==> src/rtl/platform_scroller_pkg.sv <==
// Shared types and defaults for the platform field: coordinate type, scroller states and the
// X-position selector used when a platform is (re)placed.
package platform_scroller_pkg;

  typedef logic [9:0] coord_t;

  localparam int unsigned SCREEN_W_DEF = 640;
  localparam int unsigned SCREEN_H_DEF = 480;

  typedef enum logic [1:0] {INIT, IDLE, SCROLL} scroll_state_t;

  // Fold the low 10 LFSR bits into 0..xr-1; valid while 2*xr >= 1024.
  function automatic coord_t xsel(input logic [15:0] v, input coord_t xr);
    coord_t r;
    r = v[9:0];
    return (r < xr) ? r : r - xr;
  endfunction

endpackage

==> src/rtl/platform_scroller_if.sv <==
// Scroll request and platform position bus between jumplogic (master) and the scroller (slave).
interface platform_scroller_if #(
  parameter int unsigned NUM_PLATS = 16
);
  logic                      frame_clk;
  logic                      scroll_en;
  logic [7:0]                scroll_amt;
  logic [10*NUM_PLATS-1:0]   plat_x;
  logic [10*NUM_PLATS-1:0]   plat_y;
  logic                      plat_valid;
  logic [15:0]               recycled;
  logic                      overrun;

  modport master (
    output frame_clk, scroll_en, scroll_amt,
    input  plat_x, plat_y, plat_valid, recycled, overrun
  );

  modport slave (
    input  frame_clk, scroll_en, scroll_amt,
    output plat_x, plat_y, plat_valid, recycled, overrun
  );
endinterface

==> src/rtl/platform_scroller_lfsr16.sv <==
// 16-bit Fibonacci LFSR (taps 16,14,13,11); free-running, reloads the seed on Reset.
module lfsr16 (
  input  logic        Clk,
  input  logic        Reset,
  input  logic [15:0] seed,
  output logic [15:0] q
);
  logic fb;

  assign fb = q[15] ^ q[13] ^ q[12] ^ q[10];

  always_ff @(posedge Clk) begin
    if (Reset) begin
      q <= seed;
    end else begin
      q <= {q[14:0], fb};
    end
  end
endmodule

==> src/rtl/platform_scroller.sv <==
// Owns the platform field: lays it out after reset, scrolls it once per frame edge and recycles
// platforms that fall off the bottom back to the top at a pseudo-random X.
module platform_scroller
  import platform_scroller_pkg::*;
#(
  parameter int unsigned NUM_PLATS = 16,
  parameter int unsigned SCREEN_W  = SCREEN_W_DEF,
  parameter int unsigned SCREEN_H  = SCREEN_H_DEF,
  parameter int unsigned PLAT_W    = 64,
  parameter int unsigned SPACING   = 30,
  parameter logic [15:0] LFSR_SEED = 16'hACE1
) (
  input  logic                Clk,
  input  logic                Reset,
  platform_scroller_if.slave  bus
);

  localparam int unsigned     IdxW    = $clog2(NUM_PLATS);
  localparam int unsigned     XRange  = SCREEN_W - PLAT_W;
  localparam logic [IdxW-1:0] LastIdx = IdxW'(NUM_PLATS - 1);

  if (NUM_PLATS < 2 || NUM_PLATS > 32 || SCREEN_H <= 255 || SCREEN_H > 1023 ||
      NUM_PLATS * SPACING > SCREEN_H || 2 * XRange < 1024 || XRange > 1023 ||
      LFSR_SEED == 16'h0000) begin : g_bad_params
    $error("platform_scroller: illegal parameter combination");
  end

  // frame_clk synchroniser and edge detect
  logic fc_s1, fc_s2, fc_s3;
  logic frame_tick;

  always_ff @(posedge Clk) begin
    if (Reset) begin
      fc_s1 <= 1'b0;
      fc_s2 <= 1'b0;
      fc_s3 <= 1'b0;
    end else begin
      fc_s1 <= bus.frame_clk;
      fc_s2 <= fc_s1;
      fc_s3 <= fc_s2;
    end
  end

  assign frame_tick = fc_s2 & ~fc_s3;

  logic [15:0] lfsr;

  lfsr16 u_lfsr (
    .Clk   (Clk),
    .Reset (Reset),
    .seed  (LFSR_SEED),
    .q     (lfsr)
  );

  scroll_state_t   state;
  logic [IdxW-1:0] idx;
  logic [7:0]      amt_q;
  logic [7:0]      pend_amt;
  logic            pending;
  logic            plat_valid_q;
  logic            overrun_q;
  logic [15:0]     recycled_q;
  coord_t          x_q [NUM_PLATS];
  coord_t          y_q [NUM_PLATS];

  coord_t      new_x;
  coord_t      init_y;
  logic [10:0] ny;
  logic        wrap;

  always_comb begin
    new_x  = xsel(lfsr, coord_t'(XRange));
    init_y = coord_t'(SCREEN_H - 1 - 32'(idx) * SPACING);
    ny     = {1'b0, y_q[idx]} + {3'b000, amt_q};
    wrap   = ny >= 11'(SCREEN_H);
  end

  always_ff @(posedge Clk) begin
    if (Reset) begin
      state        <= INIT;
      idx          <= '0;
      amt_q        <= '0;
      pend_amt     <= '0;
      pending      <= 1'b0;
      plat_valid_q <= 1'b0;
      overrun_q    <= 1'b0;
      recycled_q   <= '0;
      for (int i = 0; i < NUM_PLATS; i++) begin
        x_q[i] <= '0;
        y_q[i] <= '0;
      end
    end else begin
      case (state)
        INIT: begin
          x_q[idx] <= new_x;
          y_q[idx] <= init_y;
          if (frame_tick) begin
            if (pending) begin
              overrun_q <= 1'b1;
            end else begin
              pending  <= 1'b1;
              pend_amt <= bus.scroll_amt;
            end
          end
          if (idx == LastIdx) begin
            idx          <= '0;
            state        <= IDLE;
            plat_valid_q <= 1'b1;
          end else begin
            idx <= idx + 1'b1;
          end
        end

        IDLE: begin
          // A tick captured while busy is served before any new request
          if (pending) begin
            amt_q        <= pend_amt;
            pending      <= frame_tick;
            if (frame_tick) pend_amt <= bus.scroll_amt;
            idx          <= '0;
            state        <= SCROLL;
            plat_valid_q <= 1'b0;
          end else if (frame_tick && bus.scroll_en && bus.scroll_amt != 8'd0) begin
            amt_q        <= bus.scroll_amt;
            idx          <= '0;
            state        <= SCROLL;
            plat_valid_q <= 1'b0;
          end
        end

        SCROLL: begin
          if (wrap) begin
            y_q[idx] <= coord_t'(ny - 11'(SCREEN_H));
            x_q[idx] <= new_x;
            if (recycled_q != 16'hFFFF) recycled_q <= recycled_q + 16'd1;
          end else begin
            y_q[idx] <= ny[9:0];
          end
          if (frame_tick) begin
            if (pending) begin
              overrun_q <= 1'b1;
            end else begin
              pending  <= 1'b1;
              pend_amt <= bus.scroll_amt;
            end
          end
          if (idx == LastIdx) begin
            idx <= '0;
            // Pending frame chains straight into another pass; a tick landing now waits in IDLE
            if (pending) begin
              pending <= 1'b0;
              amt_q   <= pend_amt;
            end else begin
              state        <= IDLE;
              plat_valid_q <= 1'b1;
            end
          end else begin
            idx <= idx + 1'b1;
          end
        end

        default: state <= INIT;
      endcase
    end
  end

  always_comb begin
    bus.plat_x = '0;
    bus.plat_y = '0;
    for (int i = 0; i < NUM_PLATS; i++) begin
      bus.plat_x[10*i +: 10] = x_q[i];
      bus.plat_y[10*i +: 10] = y_q[i];
    end
  end

  assign bus.plat_valid = plat_valid_q;
  assign bus.recycled   = recycled_q;
  assign bus.overrun    = overrun_q;

endmodule
==> src/flat_wrapper.sv <==
// flat-port wrapper written by rule: the top's interface ports become plain ports
module platform_scroller_flat import platform_scroller_pkg::*;
#(
  parameter int unsigned NUM_PLATS = 16,
  parameter int unsigned SCREEN_W  = SCREEN_W_DEF,
  parameter int unsigned SCREEN_H  = SCREEN_H_DEF,
  parameter int unsigned PLAT_W    = 64,
  parameter int unsigned SPACING   = 30,
  parameter logic [15:0] LFSR_SEED = 16'hACE1
)
  (Clk, Reset, bus_frame_clk, bus_scroll_en, bus_scroll_amt, bus_plat_x, bus_plat_y, bus_plat_valid, bus_recycled, bus_overrun);
  platform_scroller_if #(.NUM_PLATS(NUM_PLATS)) bus_i ();
  input  logic Clk;
  input  logic Reset;
  input wire logic [$bits(bus_i.frame_clk)-1:0] bus_frame_clk;
  input wire logic [$bits(bus_i.scroll_en)-1:0] bus_scroll_en;
  input wire logic [$bits(bus_i.scroll_amt)-1:0] bus_scroll_amt;
  output wire logic [$bits(bus_i.plat_x)-1:0] bus_plat_x;
  output wire logic [$bits(bus_i.plat_y)-1:0] bus_plat_y;
  output wire logic [$bits(bus_i.plat_valid)-1:0] bus_plat_valid;
  output wire logic [$bits(bus_i.recycled)-1:0] bus_recycled;
  output wire logic [$bits(bus_i.overrun)-1:0] bus_overrun;
  assign bus_i.frame_clk = bus_frame_clk;
  assign bus_i.scroll_en = bus_scroll_en;
  assign bus_i.scroll_amt = bus_scroll_amt;
  assign bus_plat_x = bus_i.plat_x;
  assign bus_plat_y = bus_i.plat_y;
  assign bus_plat_valid = bus_i.plat_valid;
  assign bus_recycled = bus_i.recycled;
  assign bus_overrun = bus_i.overrun;
  platform_scroller #(.NUM_PLATS(NUM_PLATS), .SCREEN_W(SCREEN_W), .SCREEN_H(SCREEN_H), .PLAT_W(PLAT_W), .SPACING(SPACING), .LFSR_SEED(LFSR_SEED)) u_core (.Clk(Clk), .Reset(Reset), .bus(bus_i));
endmodule
==> config.mk <==
export PLATFORM = sky130hd
export DESIGN_NAME = platform_scroller_flat
export DESIGN_NICKNAME = d
export VERILOG_FILES = /design/src/rtl/platform_scroller_pkg.sv /design/src/rtl/platform_scroller_if.sv /design/src/rtl/platform_scroller_lfsr16.sv /design/src/rtl/platform_scroller.sv /design/src/flat_wrapper.sv
export SDC_FILE = /design/constraint.sdc
export NUM_CORES = 1
export LEC_CHECK = 0
export ABC_CLOCK_PERIOD_IN_PS = 11500
export CAP_MARGIN = 10
export CELL_PAD_IN_SITES_DETAIL_PLACEMENT = 1
export CELL_PAD_IN_SITES_GLOBAL_PLACEMENT = 2
export CORE_MARGIN = 2
export CORE_UTILIZATION = 25
export CTS_CLUSTER_DIAMETER = 40
export DETAILED_ROUTE_END_ITERATION = 16
export PLACE_DENSITY_LB_ADDON = 0.1
export SETUP_SLACK_MARGIN = 0.2
export SLEW_MARGIN = 20
export SYNTH_ARGS = -nofsm -noshare
export SYNTH_HDL_FRONTEND = slang
export SYNTH_SLANG_ARGS = --single-unit
==> constraint.sdc <==
create_clock -name Clk -period 11.5 [get_ports Clk]
set_clock_uncertainty 0.1 [all_clocks]
set_input_delay 1.15 -clock Clk [delete_from_list [all_inputs] [get_ports Clk]]
set_output_delay 1.15 -clock Clk [all_outputs]
set_load 0.05 [all_outputs]
==> results of run 1 <==
-- worst max-delay path by stage --
stage          start                        endpoint  cells after the start
2_1_floorplan   flop  u_core.x_q[0][0]$_SDFFCE_PN0P_                     19
5_1_grt         flop  u_core.x_q[3][0]$_SDFFCE_PN0P_                     15
4_1_cts         flop  u_core.x_q[3][7]$_SDFFCE_PN0P_                     15
3_3_place_gp    flop  u_core.x_q[0][5]$_SDFFCE_PN0P_                     15
3_5_place_dp    flop  u_core.x_q[3][3]$_SDFFCE_PN0P_                     15
6_report        flop  u_core.x_q[3][8]$_SDFFCE_PN0P_                     15
-- metrics by stage --
stage | utilization | cell area (um2) | hold slack, ps | total power, mW
2_1_floorplan | - | 16700 | 289 | 3.15
6_report | 0.358 | 23600 | 313 | 6.06
3_5_place_dp | 0.319 | 21000 | 297 | 3.93
3_3_place_gp | 0.319 | 21000 | 298 | 3.92
5_1_grt | 0.358 | 23600 | 335 | 6.36
4_1_cts | 0.358 | 23600 | 321 | 6.16
-- worst max-delay path, cell delays in order (launching register included) --
cell and delay (ps):
sky130_fd_sc_hd__dfxtp_2 310, sky130_fd_sc_hd__buf_4 630, sky130_fd_sc_hd__mux4_2 590, sky130_fd_sc_hd__mux4_2 500
sky130_fd_sc_hd__ha_1 240, sky130_fd_sc_hd__fa_1 420, sky130_fd_sc_hd__a211o_1 330, sky130_fd_sc_hd__a2111o_1 370
sky130_fd_sc_hd__o311a_1 170, sky130_fd_sc_hd__clkinv_1 80, sky130_fd_sc_hd__ha_1 190, sky130_fd_sc_hd__a41o_1 140
sky130_fd_sc_hd__nand3b_1 640, sky130_fd_sc_hd__a21boi_4 650, sky130_fd_sc_hd__nor2_2 310, sky130_fd_sc_hd__o21bai_1 840
-- final cells by class --
class / count / area [um2]
inverters: 25 / 93.8
flip-flops and latches: 384 / 10900
multi-input cells: 797 / 5300
well taps: 864 / 1080
clock buffers: 88 / 2050
fillers: 7010 / 42300
clock inverters: 52 / 515
repair buffers: 373 / 3670
-- cell families (layout without fill, tap and decap cells) --
logic type	after synthesis	in the layout	share of synthesized area
buffers and inverters	129	538	0.0314
XOR/XNOR	28	28	0.0147
adder cells (fa/ha/maj)	40	40	0.0327
multiplexers	59	59	0.0715
flip-flops	384	384	0.653
AO/OA/AOI/OAI	126	126	0.0519
AND/OR/NAND/NOR	544	544	0.144
-- flip-flops by register name (all words and copies together), names as in the netlist, 2 cells and up, named ones only --
signal               flops
u_core.bus.recycled     16
u_core.pend_amt          8
u_core.amt_q             8
u_core.idx               4
u_core.x_q             160
u_core.state             2
u_core.u_lfsr.q         16
u_core.y_q             160
-- layer usage --
metal  up-vias  GRT usage  routed length, um  share of wire
li1       5421          -                  -              -
met2       413      0.307              31000           0.49
met1      6172      0.232              27500           0.43
met4         0     0.0588               1630          0.026
met3        93     0.0439               3630          0.057
met5         -          0                  0              0
-- power by group --
group          internal, mW  switching, mW
Combinational         0.638           1.42
Sequential             1.69          0.119
Clock                  1.39          0.807
Total                  3.72           2.34
-- synthesized netlist by cell type, types with 11 or more instances --
master	instances	area, um2
sky130_fd_sc_hd__inv_1	24	90.1
sky130_fd_sc_hd__xnor2_1	22	193
sky130_fd_sc_hd__nand2b_1	22	138
sky130_fd_sc_hd__mux4_2	48	1080
sky130_fd_sc_hd__buf_2	22	110
sky130_fd_sc_hd__o21ai_0	17	85.1
sky130_fd_sc_hd__clkbuf_1	76	285
sky130_fd_sc_hd__a311oi_1	11	96.3
sky130_fd_sc_hd__a21oi_1	27	135
sky130_fd_sc_hd__nor3_1	60	300
sky130_fd_sc_hd__nor2b_1	20	125
sky130_fd_sc_hd__edfxtp_1	320	9610
sky130_fd_sc_hd__nand2_1	55	206
sky130_fd_sc_hd__o21bai_1	17	128
sky130_fd_sc_hd__ha_1	34	425
sky130_fd_sc_hd__or2_2	11	68.8
sky130_fd_sc_hd__nor2_1	315	1180
sky130_fd_sc_hd__nand3_1	32	160
sky130_fd_sc_hd__dfxtp_1	64	1280
==> run_results.csv, run 1 <==
group,metric,value,unit
sta,final-setup-viol-count,0,
sta,tightestPinTransition,1090,ps
cells_and_area,layout-area-overhead-vs-synth,41.6,%
synth,post_synth_edffs,320,
synth,mappedNetlistArea,16700,um2
sta,final-max-slew-violation-count,0,
setup_path,worst_case_reg_to_reg_path_depth,15,
detailed_routing,detailroute.via_count,12099,
global_route,grt_util_overall,0.183,
die,die_x,262,um
global_route,grt_first_pass_wirelength,92.4,mm
detailed_routing,via_per_inst,4.68,
die,dieHeight,262,um
synth,synth.distinct_cells,57,
power,ir_worst_vdd,0.000105,V
placed_design,gp_routability_congestion,0.785,
worst_hold_path,worst_hold_path_type,"reg2reg",
detailed_routing,post_drt_wl_per_cell,24.6,um
detailed_routing,postRouteWirelength,63.7,mm
sta,maxSlewHeadroom,0.269,
die,core_region_area,65900,um2
setup_path,r2r_slack,4570,ps
cells_and_area,layout_common_cells,"sky130_fd_sc_hd__clkdlybuf4s50_1, sky130_fd_sc_hd__edfxtp_1, sky130_fd_sc_hd__nor2_1",
sta,rsz_0062_raised_after_global_routing,"no",
sta,finalWorstSetupSlack,4570,ps
synth,dominantRegCellSynth,"sky130_fd_sc_hd__edfxtp_1",
power,pwr_density_cell,257,nW/um2
cells_and_area,number_of_diodes_added_for_antenna_fixing,0,
detailed_routing,detail_route.iter0.violations,737,
global_route,grt_start_max_net_pins,72,
setup_path,cp_data_arrival_time,7040,ps
flow_run,cap_violations,0,
placed_design,placed_instances,2443,
worst_hold_path,worstHoldStart,"u_core.u_lfsr.q[14]$_SDFF_PP0_",
placed_design,io_port_bufs,349,
global_route,grt_pass1_vias,12952,
synth,yosys_warnings,0,
worst_hold_path,hold_depth,1,
cts,cts_buffer_depth,3,
detailed_routing,dr.pass1.iters,5,
synth,synth_async_reset_ratio,0,
sta,timing.final.hold_violations,0,
setup_path,timing.rr.end,"u_core.x_q[3][8]$_SDFFCE_PN0P_",
cts,cts.htree.levels,3,
cts,cts_hold_buffers,0,
setup_path,critical_path_required,11610,ps
cts,clk_pin_slew,50,ps
outcome,run_status,"finished, final reports clean",
cts,cts_made_buffers,76,
synth,syn_nets,1362,
detailed_routing,route.antenna.remaining_nets,0,
sta,max_clock_freq,144,MHz
sta,finalCritPeriodShare,0.603,
cts,tritoncts,"built",
cells_and_area,most_common_cell_after_layout_fill_and_taps_aside,"sky130_fd_sc_hd__clkdlybuf4s50_1",
power,p_leak,8.39,nW
worst_hold_path,hold-path-endpoint,"u_core.u_lfsr.q[15]$_SDFF_PP1_",
die,placement_rows,94,
detailed_routing,drc_violations,0,
placed_design,worst_slack_at_placement,4530,ps
die,floorplan.die_area,68800,um2
setup_path,setup.worst_path.start_class,"flop",
cts,cts-root-buf,"sky130_fd_sc_hd__clkbuf_16",
setup_path,path_class,"reg2reg",
cts,cts-resized-gates,0,
cts,clock_sink_count,384,
cts,clock_insertion_delay_worst_skew,600,ps
synth,synth_sequential_area_ratio,0.653,
placed_design,detailed_place_hpwl,44.7,mm
setup_path,end_kind,"flop",
synth,syn_avg_cell_area,12.7,um2
die,initial_core_utilization,0.253,
sta,final.min_clock_period,6930,ps
cells_and_area,final_nets,1709,
global_route,grt_antenna_before_repair,0,
sta,setup_tns,0,ps
synth,synthesis_stage_register_bit_count,384,
setup_path,path_max_fanout,40,
die,top_level_ports,350,
cells_and_area,post_layout_nonfiller_instances,2583,
synth,post_synthesis_cell_count,1310,
cts,setup_buffers_after_cts,0,
global_route,globalRouteOverflowTotal,0,
cells_and_area,drive_above_1_share,0.143,
Power figures use the tool's default switching activity.
==> run 2: changes to the inputs <==
Settings changed: ABC_CLOCK_PERIOD_IN_PS 11500 to 6800.
Clock period 11.5 ns to 6.8 ns, I/O delays scaled along.
==> run 2 against run 1 <==
Sequential share of layout area is 0.39 points lower. Register-to-register slack lost 3600 ps. Total power grew 73%. Largest cell class unchanged.
==> run_results.csv, run 2 (same netlist as run 1, synthesis figures left out) <==
group,metric,value,unit
cts,tritoncts,"built",
cells_and_area,finalCoreUtilization,0.361,
outcome,run_status,"finished, final reports clean",
cts,cts-root-buf,"sky130_fd_sc_hd__clkbuf_16",
setup_path,setup.worst_path.start_class,"flop",
sta,timing.final.hold_violations,0,
global_route,grt_pass1_vias,13076,
cts,clock_insertion_delay_worst_skew,620,ps
cells_and_area,number_of_diodes_added_for_antenna_fixing,0,
power,netSwitchingFraction,0.385,
power,power.net_switching,4.04,mW
die,die_x,262,um
placed_design,gp_routability_congestion,0.784,
setup_path,critical_path_required,6910,ps
setup_path,max_stage_delay,790,ps
global_route,grt_antenna_before_repair,0,
sta,tightestPinTransition,1110,ps
worst_hold_path,worst_hold_path_type,"reg2reg",
placed_design,detailed_place_hpwl,46.6,mm
die,floorplan.die_area,68800,um2
placed_design,io_port_bufs,349,
cells_and_area,drive_above_1_share,0.149,
power,power_frac_comb,0.334,
cells_and_area,layout-area-overhead-vs-synth,42.8,%
cells_and_area,final_nets,1725,
global_route,grt_util_overall,0.187,
setup_path,critical_path.cell_chain,"buf_4, mux4_2, mux4_2, ha_1, a211o_1, a2111o_1, o311a_1, clkinv_1, ha_1, a41o_1, nand3b_1, a21boi_4, nor2_2, buf_4, o21bai_1",
flow_run,cap_violations,0,
detailed_routing,post_drt_wl_per_cell,25.1,um
cts,cts-resized-gates,0,
detailed_routing,detailroute.via_count,12183,
setup_path,end_kind,"flop",
cells_and_area,layout_top_registers,"u_core.x_q (160), u_core.y_q (160)",
detailed_routing,drc_violations,0,
cells_and_area,final_design_area_no_fill,23800,um2
die,dieHeight,262,um
sta,final-max-slew-violation-count,0,
cts,clock_sink_count,384,
sta,finalCritPeriodShare,0.850,
sta,max_clock_freq,173,MHz
power,ir_worst_vdd,0.000195,V
detailed_routing,dr.pass1.iters,4,
power,internal-power,6.44,mW
power,pwr_density_cell,440,nW/um2
detailed_routing,detail_route.iter0.violations,754,
power,pwr-share-clk,0.368,
placed_design,dpl-instance-area,21100,um2
cts,cts_made_buffers,81,
global_route,grt_start_max_net_pins,68,
sta,rsz_0062_raised_after_global_routing,"no",
sta,final.min_clock_period,5780,ps
setup_path,path_class,"reg2reg",
die,initial_core_utilization,0.253,
cts,setup_buffers_after_cts,0,
setup_path,crit_path_top_delay_cell,"sky130_fd_sc_hd__o21bai_1",
cells_and_area,most_common_cell_after_layout_fill_and_taps_aside,"sky130_fd_sc_hd__clkdlybuf4s50_1",
setup_path,path_max_fanout,16,
detailed_routing,route.antenna.remaining_nets,0,
cts,cts_buffer_depth,3,
sta,setup_tns,0,ps
detailed_routing,postRouteWirelength,65.4,mm
global_route,globalRouteOverflowTotal,0,
sta,final-setup-viol-count,0,
die,placement_rows,94,
cts,cts.htree.levels,3,
global_route,grt_first_pass_wirelength,94.4,mm
cells_and_area,layout_common_cells,"sky130_fd_sc_hd__clkdlybuf4s50_1, sky130_fd_sc_hd__edfxtp_1, sky130_fd_sc_hd__nor2_1",
die,core_region_area,65900,um2
cts,cts_hold_buffers,0,
die,top_level_ports,350,
sta,maxSlewHeadroom,0.258,
detailed_routing,via_per_inst,4.68,
cts,clk_pin_slew,50,ps
power,p_leak,8.48,nW
setup_path,cp_data_arrival_time,5890,ps
power,seq_power_share,0.298,
==> run 2: cell count changes in the layout (fill, tap and decap cells not counted) <==
cell                         previous run  this run
sky130_fd_sc_hd__clkbuf_1               6         8
sky130_fd_sc_hd__clkinv_1               6         9
sky130_fd_sc_hd__nor2_2                 3         1
sky130_fd_sc_hd__nor2_1               312       314
sky130_fd_sc_hd__clkinv_4              10        11
sky130_fd_sc_hd__clkbuf_16             80        81
sky130_fd_sc_hd__bufinv_16              4         6
sky130_fd_sc_hd__clkinv_16              0         1
sky130_fd_sc_hd__clkinvlp_4             7        12
sky130_fd_sc_hd__inv_6                 11        12
sky130_fd_sc_hd__clkinv_8               3         1
sky130_fd_sc_hd__buf_4                 25        36
sky130_fd_sc_hd__inv_8                  5         2
==> run 2: final timing paths <==
kind / from / slack, ps / end / cells after the start
worst max-delay path: flop / 1020 / u_core.x_q[11][5]$_SDFFCE_PN0P_ / 15
worst min-delay path: u_core.u_lfsr.q[14]$_SDFF_PP0_ / 310 / u_core.u_lfsr.q[15]$_SDFF_PP1_ / 1
worst max register to register: flop / 1020 / u_core.x_q[11][5]$_SDFFCE_PN0P_ / 15
worst min register to register: u_core.u_lfsr.q[14]$_SDFF_PP0_ / 310 / u_core.u_lfsr.q[15]$_SDFF_PP1_ / 1
==> run 2: critical path, delay by kind of cell, from the launching register on <==
kind / cells / cell delay, ps
AOI/OAI and AO/OA: 6 / 2250
adders and majority gates: 2 / 560
buffers and inverters: 3 / 630
DFF: 1 / 580
muxes: 2 / 1040
and+or+nand+nor: 2 / 210
==> run 2: cell type report <==
class,count,area [um2]
clock buffers,91,2080
clock inverters,60,606
fillers,6985,42100
repair buffers,384,3750
well taps,864,1080
inverters,25,93.8
flip-flops and latches,384,10900
multi-input cells,797,5300
==> run 2: per-layer routing <==
metal | vias up | part of all wire | global-route usage
met2 | 434 | 0.49 | 0.317
li1 | 5464 | - | -
met3 | 94 | 0.054 | 0.0411
met5 | - | 0 | 0
met1 | 6191 | 0.43 | 0.238
met4 | 0 | 0.024 | 0.0605
==> run 2: through the flow <==
| step | hold slack (ps) | cells | setup WS, ps | power [mW] |
|---|---|---|---|---|
| CTS | 321 | 2605 | 956 | 10.6 |
| global route | 322 | 2605 | 685 | 11.0 |
| finish | 313 | 2605 | 1020 | 10.5 |
| floorplan | 289 | 1310 | 963 | 5.32 |
| detailed placement | 308 | 2454 | 1020 | 6.73 |
| global placement | 295 | 2454 | 1110 | 6.72 |
==> run 2: power groups by stage <==
stage,Combinational [mW],Sequential [mW],Clock [mW]
6_report,3.50,3.12,3.86
5_1_grt,3.77,3.14,4.05
4_1_cts,3.57,3.13,3.94
3_5_place_dp,3.57,3.17,0
3_3_place_gp,3.54,3.17,0
2_1_floorplan,1.69,3.63,0
==> RTL edit, RTL diff (flow settings as in run 2) <==
`NUM_PLATS` is set to 16 in 3 places; all go to 8.
--- a/src/rtl/platform_scroller_if.sv
+++ b/src/rtl/platform_scroller_if.sv
@@ -1,6 +1,6 @@
 // Scroll request and platform position bus between jumplogic (master) and the scroller (slave).
 interface platform_scroller_if #(
-  parameter int unsigned NUM_PLATS = 16
+  parameter int unsigned NUM_PLATS = 8
 );
   logic                      frame_clk;
   logic                      scroll_en;
--- a/src/rtl/platform_scroller.sv
+++ b/src/rtl/platform_scroller.sv
@@ -3,7 +3,7 @@
 module platform_scroller
   import platform_scroller_pkg::*;
 #(
-  parameter int unsigned NUM_PLATS = 16,
+  parameter int unsigned NUM_PLATS = 8,
   parameter int unsigned SCREEN_W  = SCREEN_W_DEF,
   parameter int unsigned SCREEN_H  = SCREEN_H_DEF,
   parameter int unsigned PLAT_W    = 64,
--- a/src/flat_wrapper.sv
+++ b/src/flat_wrapper.sv
@@ -1,7 +1,7 @@
 // flat-port wrapper written by rule: the top's interface ports become plain ports
 module platform_scroller_flat import platform_scroller_pkg::*;
 #(
-  parameter int unsigned NUM_PLATS = 16,
+  parameter int unsigned NUM_PLATS = 8,
   parameter int unsigned SCREEN_W  = SCREEN_W_DEF,
   parameter int unsigned SCREEN_H  = SCREEN_H_DEF,
   parameter int unsigned PLAT_W    = 64,
Interface: changed (resized bus_plat_x and bus_plat_y); port bits go from 350 to 190. No check against the original RTL was run, so the function may have changed too.
==> RTL edit against run 2 <==
- power fell by 39%
- setup slack improved by 340 ps
- via count shrank 39%
- count of clock-buffer cells in the layout shrank 43
- final area shrank 41%
- worst hold slack got worse by 4.5 ps
- sequential cell count fell by 162
- non-clock buffer count down 182
- area after synthesis decreased by 39%
- sequential power down 40%
- critical endpoint is now u_core.x_q[4][0]
- routed wire length decreased by 48%
- core utilization shrank 0.84 points
==> RTL edit: results (changes against run 2) <==
The flow ran to the end, and the final reports show no timing, DRC or antenna violations. The worst setup slack after placement came out at 1270 ps (+249 ps). The largest registers in the layout are u_core.x_q (80), u_core.y_q (80). The number of placed instances, taps included came to 1545 (-37%). The highest ir drop seen on vdd is 0.000164 V (-16%).

The fraction of layout instances using a drive strength above 1 came out at 13.0% (-2.0 points). The number of cells produced by synthesis is 866 (-34%). The first-pass iteration count of the detailed router is 4 (unchanged).

The global-route wire length before repair was 51000 um (-46%). The total CTS buffers is 45 (-44%). The final weighted congestion in routability-driven placement came to 0.769 (-2.0%).

The clock insertion delay at the later pin of the skew report is 550 ps (-70 ps). The largest net degree at the start of global routing came out at 61 (-10%). The estimated wirelength of the detail-placed design is 25100 um (-46%). The number of nets in the synthesized netlist came out at 909 (-33%). The type of the worst min-delay path is register to register. By count the netlist is led by sky130_fd_sc_hd__nor2_1 (178), sky130_fd_sc_hd__edfxtp_1 (160), sky130_fd_sc_hd__nand2_1 (63). The clock edge transition at the registers on the reported setup and hold paths came out at 50 ps (about the same). The largest stage delay on the critical path is 670 ps (-120 ps).

The aggregate global-route resource usage came out at 16.4% (-2.4 points). The distinct cell type count of the synthesized netlist is 64 (+12%). The static leakage power is 5.19 nW (-39%). The number of buffers on the longest clock path is 3 (unchanged). Sorting the synthesized cells by area gives the leading types as sky130_fd_sc_hd__edfxtp_1 (48%), sky130_fd_sc_hd__dfxtp_1 (12%), sky130_fd_sc_hd__nor2_1 (6.6%). The antenna diode count is 0 (unchanged). The final routed wirelength across all metal layers is 34200 um (-48%). The slowest stage of the critical path belongs to the cell sky130_fd_sc_hd__dfxtp_1. The number of H-tree levels came to 2 (-1). The count of buffers added by post-CTS timing repair for setup is 0 (unchanged). The number of gates resized after CTS came to 0 (unchanged).

The highest net fanout along the worst path was 27 (+11). The number of warnings printed during yosys synthesis came to 0 (unchanged). The count of flip-flops with a built-in enable after synthesis is 160 (-50%).

The portion of the post-synthesis area used by sequential elements is 59.8% (-5.6 points). The routed via count divided by cell count is 4.60 (-1.6%). The number of global-route vias before repair is 7876 (-40%).

The total number of nets in the final design came to 1110 (-36%). The count of buffers inserted at the top-level ports is 189 (-46%). The number of antenna violations at the first check in global routing came to 0 (unchanged). The normalized max-slew margin came out at 25.9% (+0.11 points). The number of filler instances in the final layout is 4375 (-37%). The critical path arrival came out at 5590 ps (-300 ps). The via total after detailed routing came out at 7487 (-39%). The count of routing violations after the opening detailed-route iteration is 302 (-60%). The cell sitting at the root of the clock tree is a sky130_fd_sc_hd__clkbuf_16.
RTL edit: cell count changes after synthesis, sizes merged, moves of 13 or more:
cell	before	now
nand3	32	16
clkbuf	76	29
nor3	69	36
mux4	48	20
edfxtp	320	160
nor2	315	179
xnor2	22	9
RTL edit: final timing paths:
kind | slack (ps) | from | depth (start not counted) | end
setup reg to reg | 1360 | register | 15 | u_core.x_q[4][0]
hold / removal | 310 | u_core.u_lfsr.q[14] | 1 | u_core.u_lfsr.q[15]
hold reg to reg | 310 | u_core.u_lfsr.q[14] | 1 | u_core.u_lfsr.q[15]
setup / recovery | 1360 | register | 15 | u_core.x_q[4][0]
RTL edit: through the flow:
step	cell area, um^2	utilization (%)
after global placement	12500	31.5
after global routing	14100	35.3
after detailed placement	12500	31.5
final	14100	35.3
after floorplan	10100	-
after CTS	14100	35.3
RTL edit: kinds of logic after synthesis:
kind of cell	Yosys count	share of synthesized area, %
adders and majority gates	31	4.13
and+or+nand+nor	375	16.8
xor gates and xnor gates	16	1.39
DFF	222	59.8
AOI/OAI and AO/OA	109	7.58
buffers and inverters	69	3.07
muxes	44	7.25
RTL edit: layout make-up:
cell class	count	share of cell area [%]
Sequential cell	222	43.0
Multi-Input combinational cell	575	26.8
Timing Repair Buffer	202	14.1
Clock buffer	48	8.24
Tap cell	525	4.67
Clock inverter	34	2.64
Inverter	21	0.561
RTL edit: where the power goes:
group	total, W	switching [W]	internal (W)
sequential	0.00188	0.000171	0.00171
clock	0.00224	0.000774	0.00147
combinational	0.00225	0.00153	0.000716
RTL edit: layer usage:
layer  up-vias  GRT usage [%]  part of all wire (%)
li1       3532              -                     -
met1      3764           22.8                    48
met2       155           26.0                    46
met3        36           3.40                   4.2
met4         0           4.11                   1.6
met5         -              0                     0
